`src/rtl/uart_word_rx.sv`:
```
// uart_word_rx: 8N1 serial receiver that rebuilds 32-bit words from four
// consecutive bytes (first byte lands in the most significant position).
// It also reports stop-bit framing errors and drops a partial word when the
// link goes quiet for too long between bytes.
module uart_word_rx #(
  parameter int CLK_DIV     = 327,
  parameter int OVERSAMPLE  = 16,
  parameter int GAP_TIMEOUT = 65535
) (
  input  logic        clk,
  input  logic        reset,
  input  logic        rx,
  output logic [7:0]  rx_byte,
  output logic        rx_byte_tick,
  output logic [31:0] word_data,
  output logic        word_valid,
  output logic        frame_err,
  output logic        word_abort
);

  localparam int DIV_W = (CLK_DIV > 1) ? $clog2(CLK_DIV) : 1;
  localparam int S_W   = (OVERSAMPLE > 1) ? $clog2(OVERSAMPLE) : 1;
  localparam int GAP_W = (GAP_TIMEOUT > 1) ? $clog2(GAP_TIMEOUT) : 1;

  localparam logic [DIV_W-1:0] DIV_LAST = DIV_W'(CLK_DIV - 1);
  localparam logic [S_W-1:0]   S_HALF   = S_W'(OVERSAMPLE / 2 - 1);
  localparam logic [S_W-1:0]   S_LAST   = S_W'(OVERSAMPLE - 1);
  localparam logic [GAP_W-1:0] GAP_LAST = GAP_W'(GAP_TIMEOUT - 1);

  typedef enum logic [2:0] {
    S_IDLE,
    S_START,
    S_DATA,
    S_STOP,
    S_BREAK
  } state_t;

  // Synchroniser and tick generator
  logic [1:0]       sync_q, sync_d;
  logic [DIV_W-1:0] div_cnt_q, div_cnt_d;
  logic             rx_s;
  logic             tick;

  // Frame FSM
  state_t           state_q, state_d;
  logic [S_W-1:0]   s_cnt_q, s_cnt_d;
  logic [2:0]       bit_cnt_q, bit_cnt_d;
  logic [7:0]       shreg_q, shreg_d;
  logic             accept;
  logic             ferr_set;
  logic             start_det;

  // Word assembly, gap timer and outputs
  logic [31:0]      word_shift_q, word_shift_d;
  logic [1:0]       byte_idx_q, byte_idx_d;
  logic             word_done_q, word_done_d;
  logic [GAP_W-1:0] gap_cnt_q, gap_cnt_d;
  logic [7:0]       rx_byte_q, rx_byte_d;
  logic             rx_byte_tick_q, rx_byte_tick_d;
  logic [31:0]      word_data_q, word_data_d;
  logic             word_valid_q, word_valid_d;
  logic             frame_err_q, frame_err_d;
  logic             word_abort_q, word_abort_d;

  assign rx_s = sync_q[1];
  assign tick = (div_cnt_q == DIV_LAST);

  // Two-stage synchroniser on rx and the free-running oversample divider
  always_comb begin
    sync_d    = {sync_q[0], rx};
    div_cnt_d = tick ? '0 : div_cnt_q + DIV_W'(1);
  end

  // Frame FSM: start-bit qualification, LSB-first data sampling, stop check
  always_comb begin
    state_d   = state_q;
    s_cnt_d   = s_cnt_q;
    bit_cnt_d = bit_cnt_q;
    shreg_d   = shreg_q;
    accept    = 1'b0;
    ferr_set  = 1'b0;
    start_det = 1'b0;
    case (state_q)
      S_IDLE: begin
        if (!rx_s) begin
          state_d   = S_START;
          s_cnt_d   = '0;
          start_det = 1'b1;
        end
      end
      S_START: begin
        if (tick) begin
          if (s_cnt_q == S_HALF) begin
            if (!rx_s) begin
              state_d   = S_DATA;
              s_cnt_d   = '0;
              bit_cnt_d = '0;
            end else begin
              // Too short to be a start bit: treat as a glitch
              state_d = S_IDLE;
            end
          end else begin
            s_cnt_d = s_cnt_q + S_W'(1);
          end
        end
      end
      S_DATA: begin
        if (tick) begin
          if (s_cnt_q == S_LAST) begin
            shreg_d   = {rx_s, shreg_q[7:1]};
            s_cnt_d   = '0;
            bit_cnt_d = bit_cnt_q + 3'd1;
            if (bit_cnt_q == 3'd7) begin
              state_d = S_STOP;
            end
          end else begin
            s_cnt_d = s_cnt_q + S_W'(1);
          end
        end
      end
      S_STOP: begin
        if (tick) begin
          if (s_cnt_q == S_LAST) begin
            s_cnt_d = '0;
            if (rx_s) begin
              accept  = 1'b1;
              state_d = S_IDLE;
            end else begin
              ferr_set = 1'b1;
              state_d  = S_BREAK;
            end
          end else begin
            s_cnt_d = s_cnt_q + S_W'(1);
          end
        end
      end
      S_BREAK: begin
        // A held-low line must return high before a new start is looked for
        if (rx_s) begin
          state_d = S_IDLE;
        end
      end
      default: state_d = S_IDLE;
    endcase
  end

  // Byte/word assembly, inter-byte gap timer and output pulses
  always_comb begin
    rx_byte_d      = rx_byte_q;
    rx_byte_tick_d = 1'b0;
    word_shift_d   = word_shift_q;
    byte_idx_d     = byte_idx_q;
    word_done_d    = 1'b0;
    word_data_d    = word_data_q;
    word_valid_d   = 1'b0;
    frame_err_d    = ferr_set;
    word_abort_d   = 1'b0;
    gap_cnt_d      = gap_cnt_q;

    // Word is published the cycle after its last byte is published
    if (word_done_q) begin
      word_data_d  = word_shift_q;
      word_valid_d = 1'b1;
    end

    if (accept) begin
      rx_byte_d      = shreg_q;
      rx_byte_tick_d = 1'b1;
      word_shift_d   = {word_shift_q[23:0], shreg_q};
      byte_idx_d     = byte_idx_q + 2'd1;
      word_done_d    = (byte_idx_q == 2'd3);
      gap_cnt_d      = '0;
    end else if (ferr_set) begin
      // A bad frame discards any partial word silently
      byte_idx_d = '0;
      gap_cnt_d  = '0;
    end else if (byte_idx_q == 2'd0) begin
      gap_cnt_d = '0;
    end else if (state_q == S_IDLE) begin
      if (gap_cnt_q == GAP_LAST) begin
        // A start bit arriving on the timeout cycle keeps the word alive
        if (!start_det) begin
          byte_idx_d   = '0;
          gap_cnt_d    = '0;
          word_abort_d = 1'b1;
        end
      end else begin
        gap_cnt_d = gap_cnt_q + GAP_W'(1);
      end
    end
  end

  // State register; reset returns every flop to its idle value
  always_ff @(posedge clk or posedge reset) begin
    if (reset) begin
      sync_q         <= 2'b11;
      div_cnt_q      <= '0;
      state_q        <= S_IDLE;
      s_cnt_q        <= '0;
      bit_cnt_q      <= '0;
      shreg_q        <= '0;
      word_shift_q   <= '0;
      byte_idx_q     <= '0;
      word_done_q    <= 1'b0;
      gap_cnt_q      <= '0;
      rx_byte_q      <= '0;
      rx_byte_tick_q <= 1'b0;
      word_data_q    <= '0;
      word_valid_q   <= 1'b0;
      frame_err_q    <= 1'b0;
      word_abort_q   <= 1'b0;
    end else begin
      sync_q         <= sync_d;
      div_cnt_q      <= div_cnt_d;
      state_q        <= state_d;
      s_cnt_q        <= s_cnt_d;
      bit_cnt_q      <= bit_cnt_d;
      shreg_q        <= shreg_d;
      word_shift_q   <= word_shift_d;
      byte_idx_q     <= byte_idx_d;
      word_done_q    <= word_done_d;
      gap_cnt_q      <= gap_cnt_d;
      rx_byte_q      <= rx_byte_d;
      rx_byte_tick_q <= rx_byte_tick_d;
      word_data_q    <= word_data_d;
      word_valid_q   <= word_valid_d;
      frame_err_q    <= frame_err_d;
      word_abort_q   <= word_abort_d;
    end
  end

  assign rx_byte      = rx_byte_q;
  assign rx_byte_tick = rx_byte_tick_q;
  assign word_data    = word_data_q;
  assign word_valid   = word_valid_q;
  assign frame_err    = frame_err_q;
  assign word_abort   = word_abort_q;

endmodule

```
`config.mk`:
```
export PLATFORM = sky130hd
export DESIGN_NAME = uart_word_rx
export DESIGN_NICKNAME = d
export VERILOG_FILES = /design/src/rtl/uart_word_rx.sv
export SDC_FILE = /design/constraint.sdc
export NUM_CORES = 1
export LEC_CHECK = 0
export ABC_AREA = 0
export BUFFER_PORTS_ARGS = -buffer_cell sky130_fd_sc_hd__buf_2
export CAP_MARGIN = 25
export CORE_UTILIZATION = 59
export DETAILED_ROUTE_END_ITERATION = 7
export GPL_TIMING_DRIVEN = 0
export HOLD_SLACK_MARGIN = 0.03
export PLACE_DENSITY = 0.83
export SLEW_MARGIN = 20
export SYNTH_ARGS = -nofsm -noshare
export SYNTH_HDL_FRONTEND = slang
export SYNTH_SLANG_ARGS = --single-unit
export TNS_END_PERCENT = 10
```
`constraint.sdc`:
```
create_clock -name clk -period 4.33 [get_ports clk]
set_input_delay 0.866 -clock clk [delete_from_list [all_inputs] [get_ports clk]]
set_output_delay 0.866 -clock clk [all_outputs]
set_load 0.01 [all_outputs]
```
== Word level (Yosys, flattened, before mapping) ==
Cells that the tools add are included.

* Bits of input ports: 3
* RAM bits: 0
* ROM bits: 0
* Register bits after elaboration: 124
* Memories: 0
* Latch bits: 0

* Add/subtract/negate cells: 5
* Mux-type cells: 55
* Magnitude comparators: 0
* Divide/modulo/power cells: 0
* Multiply operators: 0
* Bitwise operators: 0
* Shift-type cells: 0
* Reduce and logical (&&, ||, !) cells: 14
* Eq/ne operators: 24

{| class="wikitable"
|+ Operator list
! kind !! count
|-
| 16-bit two-way mux || 6
|-
| 3-bit two-way mux || 15
|-
| 4-bit two-way mux || 5
|-
| 2-bit inequality test (second input constant) || 10
|-
| 1-bit two-way mux || 18
|-
| 16-bit by 1-bit adder with 16-bit output (second input constant) || 1
|-
| 16-bit == test (second input constant) || 1
|-
| 3-bit one-hot mux with 5 select lines || 1
|-
| 2-bit two-way mux || 7
|-
| 4-bit one-hot mux with 3 select lines || 1
|-
| 9-bit by 1-bit adder with 9-bit output (second input constant) || 1
|-
| 9-bit == test (second input constant) || 1
|-
| 9-bit two-way mux || 1
|-
| 9-bit AND reduction || 1
|-
| 3-bit nonzero test || 3
|-
| 3-bit by 2-bit == test with 1-bit output (second input constant) || 2
|-
| 3-bit == test (second input constant) || 2
|-
| 3-bit one-hot mux with 2 select lines || 1
|-
| 3-bit AND reduction || 2
|-
| 6-bit AND reduction || 1
|-
| 5-bit inequality test (second input constant) || 1
|-
| 4-bit by 1-bit adder with 4-bit output (second input constant) || 1
|-
| 4-bit by 3-bit == test with 1-bit output (second input constant) || 1
|-
| 4-bit == test (second input constant) || 1
|-
| other kinds (14) || 14
|}

== Longest topological paths before layout ==
Gate-level depths: netlist of the first run.

* Word-level depth: 8
* Mapped depth: 10
* Gate-level depth less buffers: 7

== Worst setup path before layout of the first run ==
OpenSTA, ideal clock, no wires.

* Path type: register to register
* Start: register div_cnt_q[0]
* End: register shreg_q[0]
* Setup slack: 2.037 ns
* Cell stages (with the launch flop): 10
* Library setup time: 0.127 ns
* Path buffers: 3
* Data required time: 4.203 ns
* Arrival time: 2.166 ns
* Cells stage by stage: dfrtp_1 inv_1 ha_1 nand4bb_4 or2_1 buf_2 or4_1 buf_2 buf_6 mux2_1

* Longest elaborated chain between the ends: 2

{| class="wikitable"
|+ Ends and longest elaborated chain
! item !! RTL line !! source
|-
| start: declaration || 40 || <nowiki>logic [DIV_W-1:0] div_cnt_q, div_cnt_d;</nowiki>
|-
| start signal: assignment || 214 || <nowiki>div_cnt_q <= div_cnt_d;</nowiki>
|-
| 9-bit == test || 66 || <nowiki>assign tick = (div_cnt_q == DIV_LAST);</nowiki>
|-
| 3-bit AND reduction (no source line) || -- ||
|-
| end signal: assignment || 218 || <nowiki>shreg_q <= shreg_d;</nowiki>
|-
| end: declaration || 48 || <nowiki>logic [7:0] shreg_q, shreg_d;</nowiki>
|}

Every way passes these cells.
A chain may end at the register's enable or synchronous reset.

== Final worst setup path of the first run ==
* Start: register div_cnt_q[0]
* End: register word_shift_q[23]

* Longest elaborated chain between the ends: 3

{| class="wikitable"
|+ Ends and longest elaborated chain
! item !! RTL line !! source
|-
| 9-bit == test || 66 ||
|-
| 1-bit two-way mux || 122 || <nowiki>if (tick) begin</nowiki>
|-
| 1-bit two-way mux || 83 || <nowiki>case (state_q)</nowiki>
|-
| end signal: assignment || 219 || <nowiki>word_shift_q <= word_shift_d;</nowiki>
|-
| end: declaration || 54 || <nowiki>logic [31:0] word_shift_q, word_shift_d;</nowiki>
|}

Every way passes these cells.

==> impl_metrics.json, run 1 <==
{
  "cts_htree_levels": 4,
  "layout_min_cycle_time_ps": 2690,
  "placed_cells": 554,
  "swShare_pct": 20.5,
  "netlist_area_sq_um": 5010,
  "antenna_found_initial": 0,
  "fin_nets": 480,
  "die_y_um": 94.2,
  "cts_resized": 0,
  "cts_hold_buf": 0,
  "cts_setup_buffers": 0,
  "initial_core_util_pct": 61.0,
  "synth_common_cells": "dfrtp_1 (114), mux2_1 (39), mux2_2 (33), o21ai_1 (22), nor2_1 (20)",
  "power_density_nw_per_um2": 424,
  "synthAdderAreaFrac_pct": 2.25,
  "remaining_drc_errors": 0,
  "synthXorXnorAreaFrac_pct": 1.40,
  "yosysMostFrequentCell": "dfrtp_1",
  "dp_hpwl_um": 6260,
  "syn_nets": 414,
  "synth_cell_types": 46,
  "diodes": 0,
  "avgSynthCellArea_sq_um": 12.5,
  "cap_violations": 0,
  "die_w_um": 94.2,
  "p_leak_nw": 3.04,
  "hold_viol": 0,
  "synth_cells": 402,
  "ys_top_cells_by_area": "dfrtp_1 (57%), mux2_1 (8.8%), mux2_2 (7.4%)",
  "worstPathArrival_ps": 3070,
  "ys_async_sr_fraction_pct": 100,
  "synth-edff-count": 0,
  "floorplan.rows": 33,
  "drt_pass1_iterations": 6,
  "clockBufferDepth": 2,
  "p_sw_w": 0.000524,
  "grt_max_degree": 88,
  "grt.overflow.total": 0,
  "cp.required_ps": 4700,
  "setup_viol": 0,
  "clk_pin_slew_ps": 60,
  "p_seq_share_pct": 42.5,
  "numCtsBuffers": 17,
  "tightest_slew_ps": 680,
  "avgViaCountPerCell": 5.76,
  "hold_class": "input pin to asynchronous set/reset pin",
  "dp_slack_ps": 1670,
  "num_io_pins": 47,
  "critPathLaunchType": "flip-flop",
  "ir_drop_uv": 276,
  "grt_pass1_vias": 3351,
  "holdWs_ps": 330,
  "drt-initial-drc-count": 145,
  "wire_per_inst_um": 16.9,
  "internal_power_w": 0.00203,
  "synth_compound_area_share_pct": 6.52,
  "grtUsageTotal_pct": 25.0,
  "fin_setup_tns_ps": 0,
  "cts_root_buffer": "clkbuf_8",
  "synth_ff_type": "dfrtp_1",
  "synth_top_cell_by_area": "dfrtp_1",
  "synth_top_family_by_area": "multiplexers",
  "fmax_ghz": 0.371,
  "grt_setup_unrepaired": "false",
  "status": "complete, no violations",
  "p_clk_share_pct": 56.4,
  "relSlewSlack_pct": 54.2,
  "maxSlewViolCount": 0,
  "tritoncts": "built",
  "combPwrFrac_pct": 1.1,
  "die_area_sq_um": 8870,
  "syn_to_final_growth_pct": 20.2,
  "fin_crit_sh_pct": 62.2,
  "finalNonFillerCells": 585,
  "clock-sinks": 116,
  "routabilityCongestion": 0.840,
  "drt-total-wl_um": 9860,
  "grt_pass1_wl_um": 16600,
  "core-area_sq_um": 8220,
  "yosysSeqAreaShare_pct": 58.0,
  "cp_max_fo": 10,
  "power_w": 0.00255,
  "criticalPathCategory": "flip-flop to flip-flop",
  "synthMuxAreaShare_pct": 16.6,
  "finalWorstSetupSlack_ps": 1640,
  "ant_nets": 0,
  "yosys.area.top_type_share_pct": 56.9,
  "fin_skew_ps": 9.29,
  "yosys.area_share.simple_pct": 11.2,
  "drive_gt1_share_pct": 28.3,
  "yosys_register_bits": 116,
  "vias": 3369,
  "endpoint_kind": "flip-flop",
  "clk_latency_ps": 500,
  "port_buffers": 46,
  "ys_warn_count": 0
}
## worst paths after layout
check                             startpoint                to  slack (ps)  depth (start not counted)
worst max-delay path            div_cnt_q[0]  word_shift_q[23]        1640                          8
worst min-delay path                   reset      div_cnt_q[3]         330                          2
worst max register to register  div_cnt_q[0]  word_shift_q[23]        1640                          8
worst min register to register     sync_q[0]         sync_q[1]         350                          0
max in group asynchronous              reset      gap_cnt_q[2]        3320                          3
min in group clk                   sync_q[0]         sync_q[1]         350                          0
## placed cells by master, fill, tap and decap left out, drive strengths merged, types with 3 or more instances in the layout
cell type / synthesis / layout
buf: 21 / 68
clkinv: 0 / 7
nand2: 15 / 15
xor2: 3 / 3
bufinv: 0 / 4
dfrtp: 114 / 114
nor4: 4 / 4
mux2: 72 / 72
a21oi: 13 / 13
or2: 3 / 3
clkbuf: 6 / 23
o41ai: 3 / 3
nor2: 20 / 20
ha: 9 / 9
nor3: 7 / 7
o211ai: 3 / 3
nand3: 18 / 18
o21ai: 26 / 26
or4: 3 / 3
inv: 14 / 16
or3: 7 / 7
nand4: 8 / 8
xnor2: 5 / 5
and3: 6 / 6
## per-stage QoR
step           area (sq um)  utilization, %
6_report               6020            73.3
5_1_grt                6020            73.3
4_1_cts                6020            73.3
3_5_place_dp           5410            65.8
3_3_place_gp           5370            65.4
2_1_floorplan          5010               -
## cell type report
class | count | area, sq um
buffer | 27 | 150
clock buffer | 17 | 414
clock inverter | 14 | 205
fill | 529 | 2190
inverter | 14 | 57.6
multi-input combinational | 245 | 1900
sequential | 116 | 2910
tap | 105 | 131
timing repair buffer | 47 | 258
## power by group through the flow
stage               Combinational (W)  Clock, W  Sequential [W]
finish                      0.0000279   0.00144         0.00109
global route                0.0000330   0.00151         0.00109
CTS                         0.0000293   0.00146         0.00109
detailed placement          0.0000294         0         0.00111
global placement            0.0000248         0         0.00111
floorplan                   0.0000182         0         0.00111
## registers in the layout, indices dropped and copies added (netlist names)
name,cells
state_q,3
shreg_q,8
s_cnt_q,4
sync_q,2
rx_byte_tick,1
word_valid,1
byte_idx_q,2
div_cnt_q,9
word_data,32
word_done_q,1
frame_err,1
bit_cnt_q,3
gap_cnt_q,16
word_abort,1
word_shift_q,32
## metal layers
metal | global-route usage (%) | vias up | wire, um
li1 | - | 1569 | -
met1 | 30.4 | 1707 | 4170
met2 | 43.5 | 79 | 5200
met3 | 6.47 | 14 | 361
met4 | 7.44 | 0 | 136
met5 | 0 | - | 0
## worst max-delay path, cell delays in order, from the launching register on
cell and delay (ps):
dfrtp_1 400, inv_1 60, ha_1 190, nand4bb_4 140, or2_1 240, buf_2 170, nor4_4 580, buf_2 390
mux2_1 380
## logic make-up (layout without fill, tap and decap cells)
kind of cell	Yosys count	in the layout
multiplexers	74	74
flip-flops	116	116
AND/OR/NAND/NOR	100	100
buffers and inverters	41	119
AO/OA/AOI/OAI	54	54
adder cells (fa/ha/maj)	9	9
XOR/XNOR	8	8
Note: power is estimated with default switching activity, not from simulation.
==> inputs of run 2 (changes only) <==
--- a/config.mk
+++ b/config.mk
@@ -8,11 +8,11 @@
 export ABC_AREA = 0
 export BUFFER_PORTS_ARGS = -buffer_cell sky130_fd_sc_hd__buf_2
 export CAP_MARGIN = 25
-export CORE_UTILIZATION = 59
+export CORE_UTILIZATION = 53
 export DETAILED_ROUTE_END_ITERATION = 7
 export GPL_TIMING_DRIVEN = 0
 export HOLD_SLACK_MARGIN = 0.03
-export PLACE_DENSITY = 0.83
+export PLACE_DENSITY = 0.79
 export SLEW_MARGIN = 20
 export SYNTH_ARGS = -nofsm -noshare
 export SYNTH_HDL_FRONTEND = slang
==> constraint.sdc (replaced) <==
create_clock -name clk -period 2.3 [get_ports clk]
set_input_delay 0.46 -clock clk [delete_from_list [all_inputs] [get_ports clk]]
set_output_delay 0.46 -clock clk [all_outputs]
set_load 0.01 [all_outputs]
==> run 2 against run 1 <==
Compared with the run above: sequential power up 88%; global-route usage is 3.3 points lower; clock skew is 1.4 ps lower; maximum frequency up 15%; the flow now finishes with violations (setup timing); die area is 11% higher; sequential share of layout area is 1.7 points lower.
==> impl_metrics.json, run 2 (synthesized netlist as in run 1, its figures left out) <==
{
  "status": "finished with violations",
  "violations": "setup timing",
  "tritoncts": "built",
  "criticalPathCategory": "flip-flop to flip-flop",
  "cpMaxStageDelayCell": "dfrtp_1",
  "floorplan.rows": 35,
  "diodes": 0,
  "power_w": 0.00470,
  "placed_area_sq_um": 5450,
  "cpLargestDelayFamily": "simple AND/OR/NAND/NOR gates",
  "drt_pass1_iterations": 4,
  "grt_pass1_vias": 3363,
  "maxSlewViolCount": 0,
  "drt-initial-drc-count": 146,
  "final_common_cell": "dfrtp_1",
  "cp_max_fo": 10,
  "p_leak_nw": 3.12,
  "critPathBufInv": 2,
  "fin_nets": 495,
  "remaining_drc_errors": 0,
  "ff_latch_area_sq_um": 2910,
  "clk_pin_slew_ps": 60,
  "holdWs_ps": 355,
  "layout_min_cycle_time_ps": 2340,
  "combPwrFrac_pct": 1.3,
  "worstPathCellList": "inv_1 > ha_1 > nand4_1 > nor4_2 > clkbuf_4 > nor3b_2 > nor2_1 > mux2_2",
  "internal_power_w": 0.00366,
  "routabilityCongestion": 0.877,
  "relSlewSlack_pct": 50.3,
  "setup_viol": 2,
  "p_clk_share_pct": 55.1,
  "vias": 3393,
  "critPathLaunchType": "flip-flop",
  "syn_to_final_growth_pct": 24.7,
  "antenna_found_initial": 0,
  "worstPathArrival_ps": 2730,
  "cap_violations": 0,
  "grtUsageTotal_pct": 21.7,
  "avgViaCountPerCell": 5.59,
  "multi_input_area_sq_um": 1970,
  "fmax_ghz": 0.428,
  "fin_crit_sh_pct": 102,
  "n_fill_cell": 617,
  "core-area_sq_um": 9200,
  "slowest_delay_ps": 430,
  "finalWorstSetupSlack_ps": -37.8,
  "grt.overflow.total": 0,
  "numCtsBuffers": 17,
  "ir_drop_uv": 442,
  "stdcell_area_sq_um": 6250,
  "p_sw_w": 0.00104,
  "clockBufferDepth": 2,
  "die_area_sq_um": 9850,
  "drt-total-wl_um": 9880,
  "hold_class": "flip-flop to flip-flop",
  "hold_viol": 0,
  "ant_nets": 0,
  "p_seq_share_pct": 43.5,
  "swShare_pct": 22.0,
  "placed_cells": 562,
  "clock-sinks": 116,
  "drive_gt1_share_pct": 32.5,
  "num_io_pins": 47,
  "clk_latency_ps": 510,
  "grt_setup_unrepaired": "true",
  "wire_per_inst_um": 16.3,
  "tightest_slew_ps": 745,
  "port_buffers": 46,
  "grt_max_degree": 38,
  "die_y_um": 99.2,
  "cp.required_ps": 2690,
  "cts_root_buffer": "clkbuf_8",
  "finalNonFillerCells": 607,
  "endpoint_kind": "flip-flop",
  "fin_skew_ps": 7.90,
  "mostFrequentLayoutCells": "dfrtp_1 (114), buf_2 (48), mux2_1 (38), mux2_2 (33), buf_4 (23)",
  "grt_pass1_wl_um": 16500,
  "initial_core_util_pct": 54.5,
  "die_w_um": 99.2,
  "power_density_nw_per_um2": 752,
  "final_util_pct": 68.0,
  "dp_hpwl_um": 6350,
  "cts_htree_levels": 4
}
## run 2: cell count changes in the layout (fill, tap and decap cells not counted), sizes merged
| cell | previous run | this run |
|---|---|---|
| bufinv | 4 | 2 |
| dlygate4sd3 | 0 | 2 |
| clkinvlp | 1 | 3 |
| buf | 68 | 81 |
| clkinv | 7 | 4 |
| clkbuf | 23 | 24 |
| inv | 16 | 19 |
## run 2: power by group through the flow
stage	combinational (W)	clock, W	sequential (W)
2_1_floorplan	0.0000347	0	0.00208
3_3_place_gp	0.0000480	0	0.00208
3_5_place_dp	0.0000632	0	0.00208
4_1_cts	0.0000662	0.00263	0.00205
5_1_grt	0.0000730	0.00273	0.00204
6_report	0.0000626	0.00259	0.00205
## run 2: metal layers
layer | wire length, um | GRT usage (%) | share of wire [%] | vias up
met1 | 4330 | 26.7 | 44 | 1698
met3 | 351 | 5.20 | 3.6 | 18
met5 | 0 | 0 | 0 | -
li1 | - | - | - | 1603
met2 | 5020 | 36.7 | 51 | 74
met4 | 182 | 9.50 | 1.8 | 0
## run 2: worst register-to-register path: cells and delay by family, from the launching register on
kind | cells | cell delay, ps
simple gates | 4 | 1000
flops | 1 | 430
buf+inv | 2 | 360
mux | 1 | 270
fa+ha+maj | 1 | 150
## run 2: area by class of cell
cell class	count	area share [%]
flip-flops and latches	116	46.5
multi-input cells	245	31.5
clock buffers	18	6.85
repair buffers	64	6.65
plain buffers	25	2.70
clock inverters	14	2.68
well taps	111	2.22
inverters	14	0.901
## run 2: path summary, 6_finish.rpt
kind                              start            end  slack, ps  cells after the start
setup / recovery           gap_cnt_q[0]  byte_idx_q[0]        -40                      8
hold / removal                sync_q[0]      sync_q[1]        360                      0
setup reg to reg           gap_cnt_q[0]  byte_idx_q[0]        -40                      8
hold reg to reg               sync_q[0]      sync_q[1]        360                      0
max in group asynchronous         reset      sync_q[1]       1150                      4
min in group asynchronous         reset  word_data[29]        570                      3
## run 2: what timing repair did
action,4_1_cts,5_1_grt
buffers inserted,4,9
gates resized for setup,15,13
endpoints found under the hold margin,23,0
setup endpoints to repair,57,55
hold buffers,2,0
cloned,0,0
pin swaps,2,3
## run 2: per-stage QoR
stage | setup slack (ps) | setup TNS [ps]
6_report | -37.8 | -63.0
5_1_grt | -148 | -844
4_1_cts | -60.6 | -118
3_5_place_dp | -428 | -13560
3_3_place_gp | -369 | -39120
2_1_floorplan | 6.85 | 0
==> inputs of run 3 (changes only) <==
--- a/config.mk
+++ b/config.mk
@@ -8,11 +8,12 @@
 export ABC_AREA = 0
 export BUFFER_PORTS_ARGS = -buffer_cell sky130_fd_sc_hd__buf_2
 export CAP_MARGIN = 25
-export CORE_UTILIZATION = 53
+export CORE_MARGIN = 5
+export CORE_UTILIZATION = 59
 export DETAILED_ROUTE_END_ITERATION = 7
 export GPL_TIMING_DRIVEN = 0
 export HOLD_SLACK_MARGIN = 0.03
-export PLACE_DENSITY = 0.79
+export PLACE_DENSITY = 0.83
 export SLEW_MARGIN = 20
 export SYNTH_ARGS = -nofsm -noshare
 export SYNTH_HDL_FRONTEND = slang
==> constraint.sdc (replaced) <==
create_clock -name clk -period 2.2 [get_ports clk]
set_input_delay 0.44 -clock clk [delete_from_list [all_inputs] [get_ports clk]]
set_output_delay 0.44 -clock clk [all_outputs]
set_load 0.01 [all_outputs]
==> run 3 against run 2 <==
Compared with the run above: the run now ends clean; count of clock-buffer cells in the layout unchanged; via count up 1.1%; final area down 0.34%; critical path depth unchanged; core utilization up 7.5 points; total power up 2.8%; critical path type unchanged; maximum frequency up 8.0%; global-route usage up 0.46 points; non-clock buffer count down 4; worst hold slack worse by 320 ps.
==> impl_metrics.json, run 3 (synthesized netlist as in run 1, its figures left out) <==
{
  "status": "complete, no violations",
  "slowest_delay_ps": 420,
  "syn_to_final_growth_pct": 24.3,
  "vias": 3431,
  "drt-total-wl_um": 10600,
  "drive_gt1_share_pct": 33.3,
  "combPwrFrac_pct": 1.3,
  "cap_violations": 0,
  "reg2reg_depth": 8,
  "grt_max_degree": 37,
  "p_sw_w": 0.00106,
  "remaining_drc_errors": 0,
  "maxSlewViolCount": 0,
  "dp_hpwl_um": 6470,
  "antenna_found_initial": 0,
  "core-area_sq_um": 8260,
  "routabilityCongestion": 0.896,
  "worstPathArrival_ps": 2560,
  "clk_pin_slew_ps": 60,
  "relSlewSlack_pct": 51.3,
  "hold_class": "input pin to asynchronous set/reset pin",
  "setup_viol": 0,
  "grtUsageTotal_pct": 22.2,
  "internal_power_w": 0.00377,
  "critPathLaunch": "div_cnt_q[0]",
  "mostFrequentLayoutCells": "dfrtp_1 (113), buf_2 (46), mux2_1 (38), mux2_2 (33), buf_4 (23)",
  "cts_htree_levels": 4,
  "grt_setup_unrepaired": "true",
  "clockBufferDepth": 2,
  "cp.required_ps": 2590,
  "cpMaxStageDelayCell": "or4_4",
  "endpoint_kind": "flip-flop",
  "die_y_um": 102,
  "tritoncts": "built",
  "criticalPathCategory": "flip-flop to flip-flop",
  "fin_nets": 491,
  "grt_pass1_wl_um": 17700,
  "fin_crit_sh_pct": 98.4,
  "clk_latency_ps": 520,
  "finalNonFillerCells": 597,
  "num_io_pins": 47,
  "initial_core_util_pct": 60.7,
  "final_util_pct": 75.4,
  "avgViaCountPerCell": 5.75,
  "diodes": 0,
  "die_w_um": 102,
  "p_leak_nw": 3.11,
  "tightest_slew_ps": 729,
  "placed_area_sq_um": 5440,
  "p_clk_share_pct": 54.4,
  "wire_per_inst_um": 17.8,
  "drt_pass1_iterations": 4,
  "grt_pass1_vias": 3605,
  "placed_cells": 556,
  "reg2reg_setup_slack_ps": 40,
  "critPathLaunchType": "flip-flop",
  "ant_nets": 0,
  "ir_drop_uv": 632,
  "p_seq_share_pct": 44.3,
  "power_density_nw_per_um2": 775,
  "layout_min_cycle_time_ps": 2160,
  "n_fill_cell": 481,
  "numCtsBuffers": 17,
  "cp_max_fo": 10,
  "port_buffers": 46,
  "grt.overflow.total": 0,
  "cts_root_buffer": "clkbuf_8",
  "fin_skew_ps": 14.0,
  "swShare_pct": 21.9,
  "crit-reg2reg-launch": "div_cnt_q[0]",
  "worstPathCellList": "inv_1 > ha_2 > nand4bb_4 > or2_4 > or4_4 > buf_6 > buf_8 > mux2_1",
  "fin_setup_tns_ps": 0,
  "die_area_sq_um": 10400,
  "clock-sinks": 116,
  "final_common_cell": "dfrtp_1",
  "stdcell_area_sq_um": 6230,
  "hold_viol": 0,
  "floorplan.rows": 33,
  "fmax_ghz": 0.462,
  "crit-reg2reg-capture": "shreg_q[0]",
  "drt-initial-drc-count": 124
}
## run 3: cell types whose count changed in the layout (fill, tap and decap cells not counted), moves of 2 or more
| cell | before | now |
|---|---|---|
| inv_6 | 4 | 2 |
| clkinvlp_4 | 3 | 6 |
| buf_2 | 48 | 46 |
| inv_8 | 2 | 0 |
## run 3: metal layers
metal / track usage (%) / vias to the layer above / routed length [um]
met3: 4.57 / 16 / 509
met5: 0 / - / 0
li1: - / 1583 / -
met1: 27.3 / 1735 / 4420
met4: 8.17 / 0 / 106
met2: 38.6 / 97 / 5590
## run 3: worst max path at each step
stage	depth (start not counted)	slack (ps)	endpoint
4_1_cts	8	-4	byte_idx_q[0]
5_1_grt	8	-50	word_shift_q[15]
2_1_floorplan	9	-90	shreg_q[0]
3_3_place_gp	8	-410	word_shift_q[24]
3_5_place_dp	8	-450	word_shift_q[21]
6_report	8	40	shreg_q[0]
## run 3: area by class of cell
cell class | instances | area, sq um | share of cell area (%)
buffer | 24 | 179 | 2.87
clock buffer | 18 | 418 | 6.71
clock inverter | 14 | 155 | 2.49
inverter | 14 | 56.3 | 0.904
multi-input combinational | 245 | 2000 | 32.1
sequential | 116 | 2910 | 46.7
tap | 105 | 131 | 2.11
timing repair buffer | 61 | 383 | 6.15
## run 3: per-stage QoR
| step | setup WS (ps) | power [W] | hold slack, ps |
|---|---|---|---|
| finish | 35.1 | 0.00483 | 36.3 |
| global route | -53.6 | 0.00497 | 96.8 |
| CTS | -3.66 | 0.00486 | 44.2 |
| detailed placement | -453 | 0.00224 | 350 |
| global placement | -407 | 0.00223 | 346 |
| floorplan | -93.2 | 0.00221 | 345 |
## run 3: timing repair
item | 4_1_cts | 5_1_grt
gates resized for setup | 23 | 15
buffers inserted | 11 | 0
hold buffers | 1 | 0
hold endpoints to repair | 1 | 0
pin swaps | 6 | 2
endpoints found under the setup margin | 61 | 46
## run 3: power by group through the flow
stage                     logic [W]  clock network [W]  registers (W)
after floorplan           0.0000363                  0        0.00218
after global placement    0.0000499                  0        0.00218
after detailed placement  0.0000643                  0        0.00218
after CTS                 0.0000641            0.00265        0.00214
after global routing      0.0000730            0.00276        0.00214
final                     0.0000605            0.00263        0.00214
## run 3: worst max-delay path: cells and delay by family, from the launching register on
kind                     cells  cell delay [ps]
adder cells (fa/ha/maj)      1              200
multiplexers                 1              300
AND/OR/NAND/NOR              3              810
buffers and inverters        3              340
flip-flops                   1              380
